## src/rtl/gemm_seq_pkg.sv

```systemverilog
// gemm_seq_pkg: register map, FSM states and tile-dimension packing shared by the gemm tile sequencer.
package gemm_seq_pkg;

    localparam logic [31:0] OFF_A    = 32'd0;
    localparam logic [31:0] OFF_B    = 32'd4;
    localparam logic [31:0] OFF_C    = 32'd8;
    localparam logic [31:0] OFF_ASTR = 32'd12;
    localparam logic [31:0] OFF_BSTR = 32'd16;
    localparam logic [31:0] OFF_CTRL = 32'd20;
    localparam logic [31:0] OFF_DIM  = 32'd24;
    localparam logic [31:0] OFF_FULL = 32'd0;
    localparam logic [31:0] OFF_DONE = 32'd24;

    typedef enum logic [3:0] {
        S_IDLE,
        S_WR_ASTR,
        S_WR_BSTR,
        S_WR_A,
        S_WR_B,
        S_WR_C,
        S_WR_CTRL,
        S_WR_DIM,
        S_POLL_FULL,
        S_WAIT_FULL,
        S_ADVANCE,
        S_POLL_DONE,
        S_WAIT_DONE,
        S_DONE
    } state_e;

    typedef struct packed {
        logic [4:0] nsize;
        logic [4:0] ksize;
        logic [4:0] msize;
    } dims_t;

    function automatic logic [31:0] pack_dims(input dims_t d);
        return {17'd0, d};
    endfunction

    // Shift-add product with a 5-bit factor; tile sizes never exceed 31.
    function automatic logic [31:0] mul5(input logic [31:0] x, input logic [4:0] s);
        logic [31:0] r;
        r = '0;
        for (int i = 0; i < 5; i++) r = r + (s[i] ? x << i : 32'd0);
        return r;
    endfunction

endpackage

```

## src/rtl/gemm_tile_sequencer_index_gen.sv

```systemverilog
// gemm_tile_index_gen: walks the n/m/k tile nest and produces tile offsets, sizes, first/last and wrap flags.
module gemm_tile_index_gen
    import gemm_seq_pkg::*;
#(
    parameter int BLK_N = 16,
    parameter int BLK_K = 16,
    parameter int BLK_M = 16,
    parameter int DIM_W = 16
) (
    input  logic             clk,
    input  logic             rst,
    input  logic             init,
    input  logic             step,
    input  logic [DIM_W-1:0] dim_m,
    input  logic [DIM_W-1:0] dim_k,
    input  logic [DIM_W-1:0] dim_n,
    output logic [DIM_W-1:0] k_dim,
    output logic [DIM_W-1:0] n_dim,
    output logic [31:0]      a_off,
    output logic [31:0]      b_off,
    output logic [31:0]      c_off,
    output dims_t            dims,
    output logic             first,
    output logic             last,
    output logic             all_wrap
);

    logic [DIM_W-1:0] dm_q, dm_d, dk_q, dk_d, dn_q, dn_d;
    logic [DIM_W-1:0] m_q, m_d, k_q, k_d, n_q, n_d;
    logic [31:0]      a_row_q, a_row_d, b_row_q, b_row_d, c_row_q, c_row_d;
    logic [DIM_W-1:0] m_rem, k_rem, n_rem;
    logic             m_wrap, n_wrap;

    assign m_rem    = dm_q - m_q;
    assign k_rem    = dk_q - k_q;
    assign n_rem    = dn_q - n_q;
    assign last     = k_rem <= DIM_W'(BLK_K);
    assign m_wrap   = m_rem <= DIM_W'(BLK_M);
    assign n_wrap   = n_rem <= DIM_W'(BLK_N);
    assign first    = k_q == '0;
    assign all_wrap = last && m_wrap && n_wrap;
    assign k_dim    = dk_q;
    assign n_dim    = dn_q;
    assign dims     = '{nsize: n_wrap ? n_rem[4:0] : 5'(BLK_N),
                        ksize: last   ? k_rem[4:0] : 5'(BLK_K),
                        msize: m_wrap ? m_rem[4:0] : 5'(BLK_M)};
    assign a_off    = a_row_q + 32'(k_q);
    assign c_off    = c_row_q + 32'(n_q);
    // b_row tracks k*N; the tile address points at its last row, k+ksize-1.
    assign b_off    = b_row_q + mul5(32'(dn_q), dims.ksize - 5'd1) + 32'(n_q);

    always_comb begin
        dm_d    = init ? dim_m : dm_q;
        dk_d    = init ? dim_k : dk_q;
        dn_d    = init ? dim_n : dn_q;
        k_d     = k_q;
        m_d     = m_q;
        n_d     = n_q;
        a_row_d = a_row_q;
        b_row_d = b_row_q;
        c_row_d = c_row_q;
        if (init) begin
            k_d     = '0;
            m_d     = '0;
            n_d     = '0;
            a_row_d = '0;
            b_row_d = '0;
            c_row_d = '0;
        end else if (step) begin
            k_d     = last ? '0 : k_q + DIM_W'(BLK_K);
            b_row_d = last ? '0 : b_row_q + mul5(32'(dn_q), 5'(BLK_K));
            if (last) begin
                m_d     = m_wrap ? '0 : m_q + DIM_W'(BLK_M);
                a_row_d = m_wrap ? '0 : a_row_q + mul5(32'(dk_q), 5'(BLK_M));
                c_row_d = m_wrap ? '0 : c_row_q + mul5(32'(dn_q), 5'(BLK_M));
                n_d     = m_wrap ? n_q + DIM_W'(BLK_N) : n_q;
            end
        end
    end

    always_ff @(posedge clk) begin
        if (rst) begin
            dm_q    <= '0;
            dk_q    <= '0;
            dn_q    <= '0;
            k_q     <= '0;
            m_q     <= '0;
            n_q     <= '0;
            a_row_q <= '0;
            b_row_q <= '0;
            c_row_q <= '0;
        end else begin
            dm_q    <= dm_d;
            dk_q    <= dk_d;
            dn_q    <= dn_d;
            k_q     <= k_d;
            m_q     <= m_d;
            n_q     <= n_d;
            a_row_q <= a_row_d;
            b_row_q <= b_row_d;
            c_row_q <= c_row_d;
        end
    end

endmodule

```

## src/rtl/gemm_tile_sequencer.sv

```systemverilog
// gemm_tile_sequencer: programs the gemm block tile by tile over the system bus for one full-matrix job.
module gemm_tile_sequencer
    import gemm_seq_pkg::*;
#(
    parameter int          BLK_N     = 16,
    parameter int          BLK_K     = 16,
    parameter int          BLK_M     = 16,
    parameter int          DIM_W     = 16,
    parameter logic [31:0] BASE_ADDR = 32'h9000_0000
) (
    input  logic             clk,
    input  logic             rst,
    input  logic             start,
    input  logic             abort,
    input  logic [DIM_W-1:0] dim_m,
    input  logic [DIM_W-1:0] dim_k,
    input  logic [DIM_W-1:0] dim_n,
    input  logic [31:0]      a_base,
    input  logic [31:0]      b_base,
    input  logic [31:0]      c_base,
    output logic             busy,
    output logic             done,
    output logic             err,
    output logic             aborted,
    output logic [31:0]      tile_count,
    output logic [31:0]      cycle_count,
    output logic             bus_en,
    output logic             bus_rdwr,
    output logic [31:0]      bus_addr,
    output logic [31:0]      bus_wr_data,
    input  logic [31:0]      bus_rd_data
);

    state_e           state_q, state_d;
    logic [31:0]      a_base_q, a_base_d, b_base_q, b_base_d, c_base_q, c_base_d;
    logic [31:0]      tile_count_q, tile_count_d, cycle_count_q, cycle_count_d;
    logic             err_q, err_d, aborted_q, aborted_d;
    logic             zero_dim, accept, in_busy, rd_flag, unused_rd;
    logic [DIM_W-1:0] k_dim, n_dim;
    logic [31:0]      a_off, b_off, c_off, off;
    dims_t            dims;
    logic             first, last, all_wrap;

    assign zero_dim  = dim_m == '0 || dim_k == '0 || dim_n == '0;
    assign accept    = state_q == S_IDLE && start && !abort && !zero_dim;
    assign in_busy   = state_q != S_IDLE && state_q != S_DONE;
    assign rd_flag   = bus_rd_data[0];
    assign unused_rd = ^bus_rd_data[31:1];

    gemm_tile_index_gen #(
        .BLK_N (BLK_N),
        .BLK_K (BLK_K),
        .BLK_M (BLK_M),
        .DIM_W (DIM_W)
    ) u_index (
        .clk      (clk),
        .rst      (rst),
        .init     (accept),
        .step     (state_q == S_ADVANCE),
        .dim_m    (dim_m),
        .dim_k    (dim_k),
        .dim_n    (dim_n),
        .k_dim    (k_dim),
        .n_dim    (n_dim),
        .a_off    (a_off),
        .b_off    (b_off),
        .c_off    (c_off),
        .dims     (dims),
        .first    (first),
        .last     (last),
        .all_wrap (all_wrap)
    );

    always_ff @(posedge clk) begin
        if (rst) state_q <= S_IDLE;
        else     state_q <= state_d;
    end

    always_comb begin
        state_d = state_q;
        if (in_busy && abort) state_d = S_IDLE;
        else begin
            case (state_q)
                S_IDLE:      state_d = accept ? S_WR_ASTR : S_IDLE;
                S_WR_ASTR:   state_d = S_WR_BSTR;
                S_WR_BSTR:   state_d = S_WR_A;
                S_WR_A:      state_d = S_WR_B;
                S_WR_B:      state_d = S_WR_C;
                S_WR_C:      state_d = S_WR_CTRL;
                S_WR_CTRL:   state_d = S_WR_DIM;
                S_WR_DIM:    state_d = S_POLL_FULL;
                S_POLL_FULL: state_d = S_WAIT_FULL;
                S_WAIT_FULL: state_d = rd_flag ? S_POLL_FULL : S_ADVANCE;
                S_ADVANCE:   state_d = all_wrap ? S_POLL_DONE : S_WR_A;
                S_POLL_DONE: state_d = S_WAIT_DONE;
                S_WAIT_DONE: state_d = rd_flag ? S_DONE : S_POLL_DONE;
                default:     state_d = S_IDLE;
            endcase
        end
    end

    always_comb begin
        off         = OFF_FULL;
        bus_rdwr    = 1'b0;
        bus_wr_data = '0;
        case (state_q)
            S_WR_ASTR:   begin off = OFF_ASTR; bus_rdwr = 1'b1; bus_wr_data = 32'(k_dim); end
            S_WR_BSTR:   begin off = OFF_BSTR; bus_rdwr = 1'b1; bus_wr_data = 32'(n_dim); end
            S_WR_A:      begin off = OFF_A;    bus_rdwr = 1'b1; bus_wr_data = a_base_q + a_off; end
            S_WR_B:      begin off = OFF_B;    bus_rdwr = 1'b1; bus_wr_data = b_base_q + b_off; end
            S_WR_C:      begin off = OFF_C;    bus_rdwr = 1'b1; bus_wr_data = c_base_q + c_off; end
            S_WR_CTRL:   begin off = OFF_CTRL; bus_rdwr = 1'b1; bus_wr_data = {30'd0, first, last}; end
            S_WR_DIM:    begin off = OFF_DIM;  bus_rdwr = 1'b1; bus_wr_data = pack_dims(dims); end
            S_POLL_DONE: off = OFF_DONE;
            S_WAIT_DONE: off = OFF_DONE;
            default:     ;
        endcase
        bus_en   = in_busy;
        busy     = in_busy;
        done     = state_q == S_DONE;
        bus_addr = in_busy ? BASE_ADDR + off : '0;
    end

    always_comb begin
        a_base_d      = accept ? a_base : a_base_q;
        b_base_d      = accept ? b_base : b_base_q;
        c_base_d      = accept ? c_base : c_base_q;
        tile_count_d  = accept ? '0 : tile_count_q + 32'(state_q == S_WR_DIM);
        cycle_count_d = accept ? '0 : cycle_count_q + 32'(in_busy);
        err_d         = state_q == S_IDLE && start && !abort && zero_dim;
        aborted_d     = in_busy && abort;
    end

    always_ff @(posedge clk) begin
        if (rst) begin
            a_base_q      <= '0;
            b_base_q      <= '0;
            c_base_q      <= '0;
            tile_count_q  <= '0;
            cycle_count_q <= '0;
            err_q         <= 1'b0;
            aborted_q     <= 1'b0;
        end else begin
            a_base_q      <= a_base_d;
            b_base_q      <= b_base_d;
            c_base_q      <= c_base_d;
            tile_count_q  <= tile_count_d;
            cycle_count_q <= cycle_count_d;
            err_q         <= err_d;
            aborted_q     <= aborted_d;
        end
    end

    assign tile_count  = tile_count_q;
    assign cycle_count = cycle_count_q;
    assign err         = err_q;
    assign aborted     = aborted_q;

endmodule

```

## config.mk

```make
export PLATFORM = sky130hd
export DESIGN_NAME = gemm_tile_sequencer
export DESIGN_NICKNAME = d
export VERILOG_FILES = /design/src/rtl/gemm_seq_pkg.sv /design/src/rtl/gemm_tile_sequencer_index_gen.sv /design/src/rtl/gemm_tile_sequencer.sv
export SDC_FILE = /design/constraint.sdc
export NUM_CORES = 1
export LEC_CHECK = 0
export ABC_AREA = 0
export BUFFER_PORTS_ARGS = -buffer_cell sky130_fd_sc_hd__buf_2
export CORE_MARGIN = 10
export CORE_UTILIZATION = 30
export CTS_BUF_LIST = sky130_fd_sc_hd__clkbuf_2 sky130_fd_sc_hd__clkbuf_4 sky130_fd_sc_hd__clkbuf_8
export CTS_CLUSTER_DIAMETER = 120
export DETAILED_ROUTE_END_ITERATION = 12
export HOLD_SLACK_MARGIN = 0.1
export PLACE_DENSITY_LB_ADDON = 0.05
export SLEW_MARGIN = 20
export SYNTH_ARGS = -nofsm -noshare
export SYNTH_HDL_FRONTEND = slang
export SYNTH_HIERARCHICAL = 1
export SYNTH_SLANG_ARGS = --single-unit
```

## constraint.sdc

```tcl
create_clock -name clk -period 19.95 [get_ports clk]
set_clock_uncertainty 0.05 [all_clocks]
set_input_delay 3.99 -clock clk [delete_from_list [all_inputs] [get_ports clk]]
set_output_delay 3.99 -clock clk [all_outputs]
set_load 0.01 [all_outputs]
```

==> results.cfg <==
[detailed_routing]
vias = 26700
drc_errors = 0
drt.antenna.violating_nets = 0
viasPerCell = 5.14
drtIter0Drc = 1728
dr.pass1.iters = 6
wl_per_cell_um = 21.9
drt_wl_total_um = 113000

[global_routing]
antenna_found_initial = 9
grt_max_degree = 75
grt_pass1_wl_um = 168000
grt_pass1_vias = 26100
track_usage_pct = 20.4
overflow = 0

[timing]
finalHoldWorstSlack_ns = 0.411
finalSetupTns_ns = 0
rsz0062_at_grt = false
period_share_pct = 87.8
fmax_ghz = 0.0571
fin_crit_ns = 17.51
report.final.slew_viol_count = 0
worst_pin_slew_ns = 1.12
final_hold_viol_count = 0
setup_violations = 0
max_slew_margin_pct = 24.7

[pwr]
power_frac_clock_pct = 42.9
switching_power_mw = 0.658
p_leak_nw = 14.3
irDropWorstVdd_v = 0.0000376
p_per_area_mw_per_mm2 = 61.1
pwr-share-comb_pct = 21.4
switching_share_pct = 32.9
intPower_mw = 1.34
p_seq_share_pct = 35.7

[synthesis]
synth_area_leaders = dfxtp_1 (23%), ha_1 (11%), a21oi_1 (5.9%)
synth_cell_type_count = 97
post-synth-top-count-cell = nand2_1
yosysTopAreaCell = dfxtp_1
async_flop_share_pct = 0
syn_inst = 3628
netlist.area_leader.share_pct = 23.4
postSynthAreaPerCell_um2 = 7.86
synth_edf_count = 0
ys_seq_elements = 334
synth.yosys.seq_area_share_pct = 23.4
synth_ff_type = dfxtp_1
yosys_warnings = 6
synth.cell_area_mm2 = 0.0285
synth_common_cells = nand2_1 (416), a21oi_1 (338), dfxtp_1 (334), nor2_1 (313), ha_1 (254)

[critical_path]
setup.worst_path.end_class = output port
cpMostUsedCell = inv_1
worst_setup_path_start_kind = register
cpLargestDelayFamily = compound AO/OA/AOI/OAI gates
worstPathRequired_ns = 15.91
worstPathArrival_ns = 13.47
path_max_fanout = 16
cp_slowest_stage_delay_ns = 0.93
path_buf_inv = 9
crit_slowest_cell = or4_1
worstSetupPathType = reg -> out
r2r_setup_slack_ns = 14.85

[finish]
area_delta_synth_final_pct = 14.7
design_area_mm2 = 0.0327
drive_gt1_share_pct = 13.3
fillCellCount = 10300
nNetsFinal = 4379

[floorplanning]
dieHeight_um = 328
die_w_um = 328
io_pins = 314
core_area_mm2 = 0.0947
row_count = 113
dieArea_mm2 = 0.108
start_util_pct = 30.1

[placement]
io_buffers = 255
place_congestion = 0.865
place_hpwl_um = 90000
place_area_mm2 = 0.0311

[flow_run]
max_cap_violations = 0

[cts]
cts_made_buffers = 73
cts_max_level = 3
cts_root_buffer = clkbuf_8
clockBufferDepth = 3
clock_sinks = 334
post_cts_resized = 0
cts_tree = built
clkSlewWorstSetupHoldPaths_ns = 0.06
cts_setup_buffers = 0
clk_latency_ns = 0.71
cts_hold_buf = 0

[worst_hold_path]
hp-class = reg -> reg

[status]
status = complete, no violations
worst reg2reg max path: cells and delay by family, from the launching register on:
kind,cells,cell delay (ns)
and+or+nand+nor,3,2.51
AOI/OAI and AO/OA,4,1.00
buffers and inverters,2,0.60
DFF,1,0.48
adders and majority gates,1,0.38
sequential cells by signal (all words and copies together), names as in the netlist, 28 cells and up:
| name | cells |
|---|---|
| a_base_q | 32 |
| b_base_q | 32 |
| c_base_q | 32 |
| cycle_count | 32 |
| tile_count | 32 |
| u_index/a_row_q | 28 |
| u_index/b_row_q | 28 |
| u_index/c_row_q | 28 |
cells by family after synthesis:
family,count (synthesis),synth area share (%)
fa+ha+maj,332,16.6
flops,334,23.4
mux,76,2.73
simple gates,1269,21.6
other cells,3,0.0395
xor+xnor,287,8.81
compound gates,906,20.5
buf+inv,421,6.24
routing by layer:
| metal | up-vias | GRT usage (%) | share of wire (%) |
|---|---|---|---|
| met5 | - | 0 | 0.049 |
| met4 | 8 | 5.89 | 2.9 |
| met3 | 153 | 3.84 | 5.9 |
| met2 | 700 | 31.4 | 43 |
| met1 | 12500 | 28.6 | 48 |
| li1 | 13300 | - | - |
path summary, 6_finish.rpt:
| path | to | cells after the start | startpoint |
|---|---|---|---|
| max | bus_wr_data[31] | 40 | u_index/k_q[4]$_SDFFE_PP0P_ |
| min | a_base_q[22]$_SDFFE_PP0P_ | 2 | a_base_q[22]$_SDFFE_PP0P_ |
| max reg2reg | u_index/a_row_q[13]$_SDFFE_PP0P_ | 10 | u_index/k_q[4]$_SDFFE_PP0P_ |
| min reg2reg | a_base_q[22]$_SDFFE_PP0P_ | 2 | a_base_q[22]$_SDFFE_PP0P_ |
stage by stage:
step	std cells	util (%)	power (mW)	setup WS (ns)
after floorplan	3664	-	1.00	5.43
after global placement	5057	32.8	1.16	3.02
after detailed placement	5057	32.8	1.16	3.09
after CTS	5186	34.5	2.04	2.26
after global routing	5188	34.5	2.11	1.38
final	5188	34.5	2.00	2.44
layout make-up:
type	count	area, um^2	share of cell area [%]
multi-input combinational	2909	20300	62.0
sequential	334	6690	20.4
timing repair buffer	302	1640	5.00
tap	1265	1580	4.84
clock buffer	115	1410	4.30
inverter	247	932	2.85
clock inverter	14	191	0.585
antenna	2	5.00	0.0153
power by group through the flow:
stage	clock (mW)	combinational [mW]	sequential, mW
global placement	0	0.430	0.729
CTS	0.893	0.430	0.715
finish	0.857	0.428	0.714
detailed placement	0	0.427	0.729
floorplan	0	0.293	0.712
global route	0.918	0.478	0.715
cell usage in the layout, fill, tap and decap left out, drive strengths merged, types with 9 or more instances in the layout:
| cell | n |
|---|---|
| or2 | 22 |
| o21bai | 21 |
| dfxtp | 334 |
| or4 | 29 |
| and3 | 47 |
| o21ai | 147 |
| or3 | 27 |
| nand2 | 416 |
| a211oi | 31 |
| nor4 | 35 |
| a22o | 37 |
| and2 | 23 |
| a31oi | 14 |
| o22ai | 14 |
| a221oi | 9 |
| conb | 39 |
| buf | 302 |
| a21oi | 340 |
| a21o | 63 |
| nand3 | 107 |
| o21a | 30 |
| o31ai | 42 |
| a22oi | 16 |
| nor2b | 31 |
| mux2i | 68 |
| xor2 | 139 |
| nor3 | 86 |
| inv | 249 |
| clkbuf | 115 |
| nor2 | 313 |
| nand4 | 55 |
| o221ai | 11 |
| o211ai | 30 |
| and4 | 10 |
| xnor2 | 148 |
| a2111oi | 13 |
| fa | 78 |
| ha | 254 |
| o41ai | 10 |
| nand2b | 37 |
(Power assumes the default switching activity.)
